$ cat config.mk
export PLATFORM = sky130hd
export DESIGN_NAME = cdc_handshake_tx
export DESIGN_NICKNAME = d
export VERILOG_FILES = /design/src/rtl/cdc_handshake_tx.sv
export SDC_FILE = /design/constraint.sdc
export NUM_CORES = 1
export LEC_CHECK = 0
export ABC_CLOCK_PERIOD_IN_PS = 3100
export CORE_MARGIN = 8
export CORE_UTILIZATION = 51
export CTS_BUF_LIST = sky130_fd_sc_hd__clkbuf_8
export DETAILED_ROUTE_END_ITERATION = 6
export GPL_TIMING_DRIVEN = 0
export PLACE_DENSITY = 0.87
export SYNTH_ARGS = -nofsm -noshare
export SYNTH_HDL_FRONTEND = slang
export SYNTH_SLANG_ARGS = --single-unit
$ cat constraint.sdc
create_clock -name clk -period 3.1 [get_ports clk]
set_input_delay 0.465 -clock clk [delete_from_list [all_inputs] [get_ports clk]]
set_output_delay 0.465 -clock clk [all_outputs]
set_load 0.02 [all_outputs]
$ cat src/rtl/cdc_handshake_tx.sv
// Source side of a 4-phase req/ack handshake that carries one data word to another clock domain.
// Latency: req_o rises on the accept edge; ack is seen STAGES edges after it arrives; done_o pulses after the ack falls.
// Backpressure: din_ready is low from accept until the handshake returns to idle with the synchronized ack low.
module cdc_handshake_tx #(
    parameter int WIDTH  = 8,
    parameter int STAGES = 2
) (
    input  logic             clk,
    input  logic             rstn,
    input  logic [WIDTH-1:0] din,
    input  logic             din_valid,
    output logic             din_ready,
    output logic             req_o,
    output logic [WIDTH-1:0] data_o,
    input  logic             ack_async_i,
    output logic             done_o,
    output logic [15:0]      xfer_cnt_o
);

    typedef enum logic [1:0] {
        IDLE   = 2'd0,
        REQ_HI = 2'd1,
        REQ_LO = 2'd2
    } state_t;

    state_t            state_q, state_d;
    logic [STAGES-1:0] ack_sync_q;
    logic              ack_sync;
    logic              req_q, req_d;
    logic [WIDTH-1:0]  data_q, data_d;
    logic              done_q, done_d;
    logic [15:0]       cnt_q, cnt_d;

    // Only the first flop of this chain ever samples the asynchronous ack.
    always_ff @(posedge clk or negedge rstn) begin
        if (!rstn) begin
            ack_sync_q <= '0;
        end else begin
            ack_sync_q <= {ack_sync_q[STAGES-2:0], ack_async_i};
        end
    end

    assign ack_sync = ack_sync_q[STAGES-1];

    always_ff @(posedge clk or negedge rstn) begin
        if (!rstn) begin
            state_q <= IDLE;
            req_q   <= 1'b0;
            data_q  <= '0;
            done_q  <= 1'b0;
            cnt_q   <= 16'd0;
        end else begin
            state_q <= state_d;
            req_q   <= req_d;
            data_q  <= data_d;
            done_q  <= done_d;
            cnt_q   <= cnt_d;
        end
    end

    // A stale ack left high while idle blocks new work until it has cleared.
    assign din_ready = (state_q == IDLE) && !ack_sync;

    always_comb begin
        state_d = state_q;
        req_d   = req_q;
        data_d  = data_q;
        done_d  = 1'b0;
        cnt_d   = cnt_q;
        case (state_q)
            IDLE: begin
                if (din_valid && din_ready) begin
                    data_d  = din;
                    req_d   = 1'b1;
                    state_d = REQ_HI;
                end
            end
            REQ_HI: begin
                if (ack_sync) begin
                    req_d   = 1'b0;
                    state_d = REQ_LO;
                end
            end
            REQ_LO: begin
                if (!ack_sync) begin
                    state_d = IDLE;
                    done_d  = 1'b1;
                    cnt_d   = cnt_q + 16'd1;
                end
            end
            default: begin
                req_d   = 1'b0;
                state_d = IDLE;
            end
        endcase
    end

    assign req_o      = req_q;
    assign data_o     = data_q;
    assign done_o     = done_q;
    assign xfer_cnt_o = cnt_q;

endmodule

Yosys cells after proc, flatten, opt, wreduce, memory -nomap -nowiden
Index checks and enable logic that the tools add are counted.

Add/sub/neg operators: 1. Equal/unequal tests: 5. Muxes and demuxes: 9. Bitwise logic cells: 2. Reduce and logical (&&, ||, !) cells: 8.

Operators by type and width (count): $add A16 B1 Y16 const B (1); $mux W2 (3); $pmux W2 S3 (1); $reduce_and A3 Y1 (2); $mux W1 (4); $ne A2 B2 Y1 const B (2); $reduce_and A2 Y1 (2); $pmux W1 S3 (1); $eq A2 B1 Y1 const B (1); $eq A2 B2 Y1 const B (1); $logic_and A1 B1 Y1 (2); $logic_not A2 Y1 (1); $ne A2 B1 Y1 const B (1); $not A1 Y1 (2); $logic_not A1 Y1 (1).

Bits in registers: 30. Input bits: 12. Output and inout bits: 27. Word-level logic and storage cells: 31.

Depth between registers and ports, before layout
Depth after elaboration: 5. Gate-level depth with buffers: 6. Mapped depth without buffers: 5.

Worst setup path before layout
Ideal clock, no wire load.

Path type: register to register. Start point: register state_q[0]. End point: register data_q[0], in the netlist data_o[0]. Setup time: 0.125 ns. Data arrival time: 1.664 ns. Data required time: 2.975 ns. Slack: 1.311 ns. Cell stages (with the launch flop): 5. Path buffers: 1. Period minus slack after synthesis: 1.789 ns. Cell sequence: dfrtp_1 nor3_1 and2_1 buf_2 mux2_2.

Word-level cells in the longest chain between the ends: 4.

RTL lines: start: declaration (RTL line 26) `state_t state_q, state_d;`; start signal: assignment (RTL line 53) `state_q <= state_d;`; $logic_not A2 Y1 (RTL line 62) `assign din_ready = (state_q == IDLE) && !ack_sync;`; $logic_and A1 B1 Y1 (RTL line 62); named net din_ready (RTL line 12) `output logic din_ready,`; $logic_and A1 B1 Y1 (RTL line 72) `if (din_valid && din_ready) begin`; $reduce_and A2 Y1 (no line); end signal: assignment (RTL line 55) `data_q <= data_d;`; end: declaration (RTL line 30) `logic [WIDTH-1:0] data_q, data_d;`.

The timed path passes the listed nets, and every way through them passes these cells. A chain may end at the register's enable or synchronous reset.

Worst setup path in the final report
Start point: register state_q[0]. End point: output din_ready.

Word-level cells in the longest chain between the ends: 2.

RTL lines (RTL line): $logic_not A2 Y1 (62); $logic_and A1 B1 Y1 (62); end: declaration (12).

Every way passes these cells.

==> impl_metrics.tcl <==
set metrics [dict create \
    outcome "finished, final reports clean" \
    cts_root_buffer "clkbuf_8" \
    viasPerCell 5.13 \
    area_delta_synth_final_pct 42.2 \
    drive_above_1_share_pct 15.6 \
    die_h_um 65.2 \
    worstSetupEndpointType "primary output" \
    crit_path_max_incr_delay_ps 670 \
    arrival_ps 1700 \
    firstDrtPassIters 4 \
    crit_chain "nor3_1 > clkdlybuf4s50_1" \
    dieArea_um2 4250 \
    dr_total_vias 878 \
    cp_num_buf_inv 1 \
    critical_path_class "reg -> out" \
    r2r_cells 5 \
    maxSlewViolCount 0 \
    max_freq_mhz 462 \
    placed_area_um2 1650 \
    layout_worst_path_cycle_share_pct 69.8 \
    max_cap_viol_count 0 \
    grt_max_degree 31 \
    routedWlPerCell_um 16.3 \
    placementRows 18 \
    worst_path_max_delay_cell "clkdlybuf4s50_1" \
    fin_ws_ps 937 \
    ys_types 22 \
    cts_tree "built" \
    place_ws_ps 1100 \
    ys_seq_elements 30 \
    synth_simple_gate_area_share_pct 16.5 \
    yosys.area_share.xor_xnor_pct 11.3 \
    antenna_found_initial 0 \
    cts_sinks 30 \
    gp_congestion 0.751 \
    final_cell_mix "clkdlybuf4s50_1 (37), dfrtp_1 (30), nand2_1 (10), xnor2_1 (10), mux2_2 (8)" \
    fill_cells 190 \
    whs_ps 201 \
    grt-ovfl-total 0 \
    routed_wl_um 2780 \
    worst_slew_pin_slew_ps 639 \
    cts_htree_levels 2 \
    synth_top_family_by_area "simple AND/OR/NAND/NOR gates" \
    cts-resized-gates 0 \
    peakVddDrop_mv 0.585 \
    crit_cells 2 \
    yosys.area.top_type_share_pct 60.8 \
    clk_latency_ps 280 \
    drc 0 \
    postCtsSetupRepairBufs 0 \
    hold_buffers 0 \
    grt_pass1_vias 995 \
    slew_headroom_pct 57.4 \
    dp_hpwl_um 2110 \
    synthAdderAreaFrac_pct 1.01 \
    clock_path_buffers 2 \
    drtIter0Drc 13 \
    syn_inst 95 \
    ys_seq_area_share_pct 60.8 \
    leakage_nw 0.792 \
    finalCriticalPeriod_ps 2160 \
    worstPathMaxFanout 5 \
    grt_first_pass_wirelength_um 4640 \
    totalPowerFinal_mw 1.19 \
    power_density_nw_per_um2 679 \
    final_nets 153 \
    clkTransAtPathRegs_ps 60 \
    cp_top_family "buffers and inverters" \
    synth_top_cell_by_area "dfrtp_1" \
    muxShareOfSynthArea_pct 7.29 \
    finalHoldViolations 0 \
    hp-class "in -> async" \
    numPortBuffers 38 \
    start_kind "register" \
    placed_cells 163 \
    numCtsBuffers 5 \
    yosysWarningCount 0 \
    final_cell_area_um2 1760 \
    fin_setup_tns_ps 0 \
    ioPinCount 39 \
    layout_commonest_cell "clkdlybuf4s50_1" \
    synth_area_um2 1230 \
    finalNonFillerCells 171 \
    grt_use_total_pct 14.5 \
    coreArea_um2 2390 \
    initial_core_util_pct 51.7 \
    synth_fp_nets 108 \
    rsz0062_at_grt "no" \
    die_w_um 65.2 \
    yosys-top-cells-area "dfrtp_1 (61%), mux2_2 (7.3%), xnor2_1 (7.1%), xor2_1 (4.3%), nor4_4 (3.4%)" \
    setup_viol 0 \
    finClkSkew_ps 4.33 \
    critPathRequiredTime_ps 2630 \
    final_core_util_pct 73.6 \
    postRouteAntennaNets 0 \
    diodes 0 \
    avgSynthCellArea_um2 13.0 \
    synth_compound_area_share_pct 1.42 \
]
-- synthesized netlist by cell type --
library cell	instances
or3b_1	1
and2_1	2
dfrtp_1	30
ha_1	1
nand4_1	5
and4_1	1
inv_2	1
a21oi_1	1
nor3_1	2
buf_6	1
or2_1	1
nor2_1	4
xnor2_1	10
nand3_1	5
nand2_1	10
nor4_4	2
and3_1	1
o21ai_0	1
o21a_1	1
xor2_1	6
buf_2	1
mux2_2	8
-- sequential cells by signal, summed over array words and instances, names as in the netlist --
| name | count |
|---|---|
| xfer_cnt_o | 16 |
| data_o | 8 |
| ack_sync_q | 2 |
| state_q | 2 |
| done_o | 1 |
| req_o | 1 |
-- layer usage --
layer / track usage [%] / part of all wire, % / vias to the layer above
met2: 23.6 / 48 / 35
met5: 0 / 0 / -
met1: 14.2 / 40 / 425
met3: 8.33 / 9.9 / 6
met4: 7.90 / 2.0 / 0
li1: - / - / 412
-- worst reg2reg max path: stages, from the launching register on --
cell	delay, ps
dfrtp_1	430
or3b_1	400
buf_6	150
nor4_4	340
nand3_1	150
xnor2_1	140
-- cell families (layout without fill, tap and decap cells) --
family | Yosys count | after routing
xor+xnor | 16 | 16
flops | 30 | 30
buf+inv | 3 | 49
mux | 8 | 8
fa+ha+maj | 1 | 1
compound gates | 3 | 3
simple gates | 34 | 34
-- power breakdown --
group	internal, mW	total (mW)	leakage, nW	switching [mW]
clock network	0.236	0.382	0.0579	0.146
registers	0.452	0.512	0.386	0.0606
logic	0.158	0.298	0.347	0.141
total	0.845	1.19	0.792	0.348
-- cell type report --
class                           instances  area, µm²  area share [%]
Timing Repair Buffer                   38        375            21.4
Sequential cell                        30        751            42.7
Buffer                                  2       16.3           0.926
Clock buffer                            5       68.8            3.92
Multi-Input combinational cell         62        464            26.4
Inverter                                1       3.75           0.214
Tap cell                               30       37.5            2.14
Clock inverter                          3       40.0            2.28
-- worst paths after layout --
path,start,endpoint,slack [ps]
worst max register to register,state_q[0]$_DFFE_PN0P_,xfer_cnt_o[12]$_DFFE_PN0P_,1370
min in group clk,ack_sync_q[0]$_DFF_PN0_,ack_sync_q[1]$_DFF_PN0_,350
worst max-delay path,state_q[0]$_DFFE_PN0P_,din_ready,940
max in group asynchronous,rstn,xfer_cnt_o[6]$_DFFE_PN0P_,2480
worst min-delay path,rstn,xfer_cnt_o[7]$_DFFE_PN0P_,200
worst min register to register,ack_sync_q[0]$_DFF_PN0_,ack_sync_q[1]$_DFF_PN0_,350
Note: power is estimated with default switching activity, not from simulation.
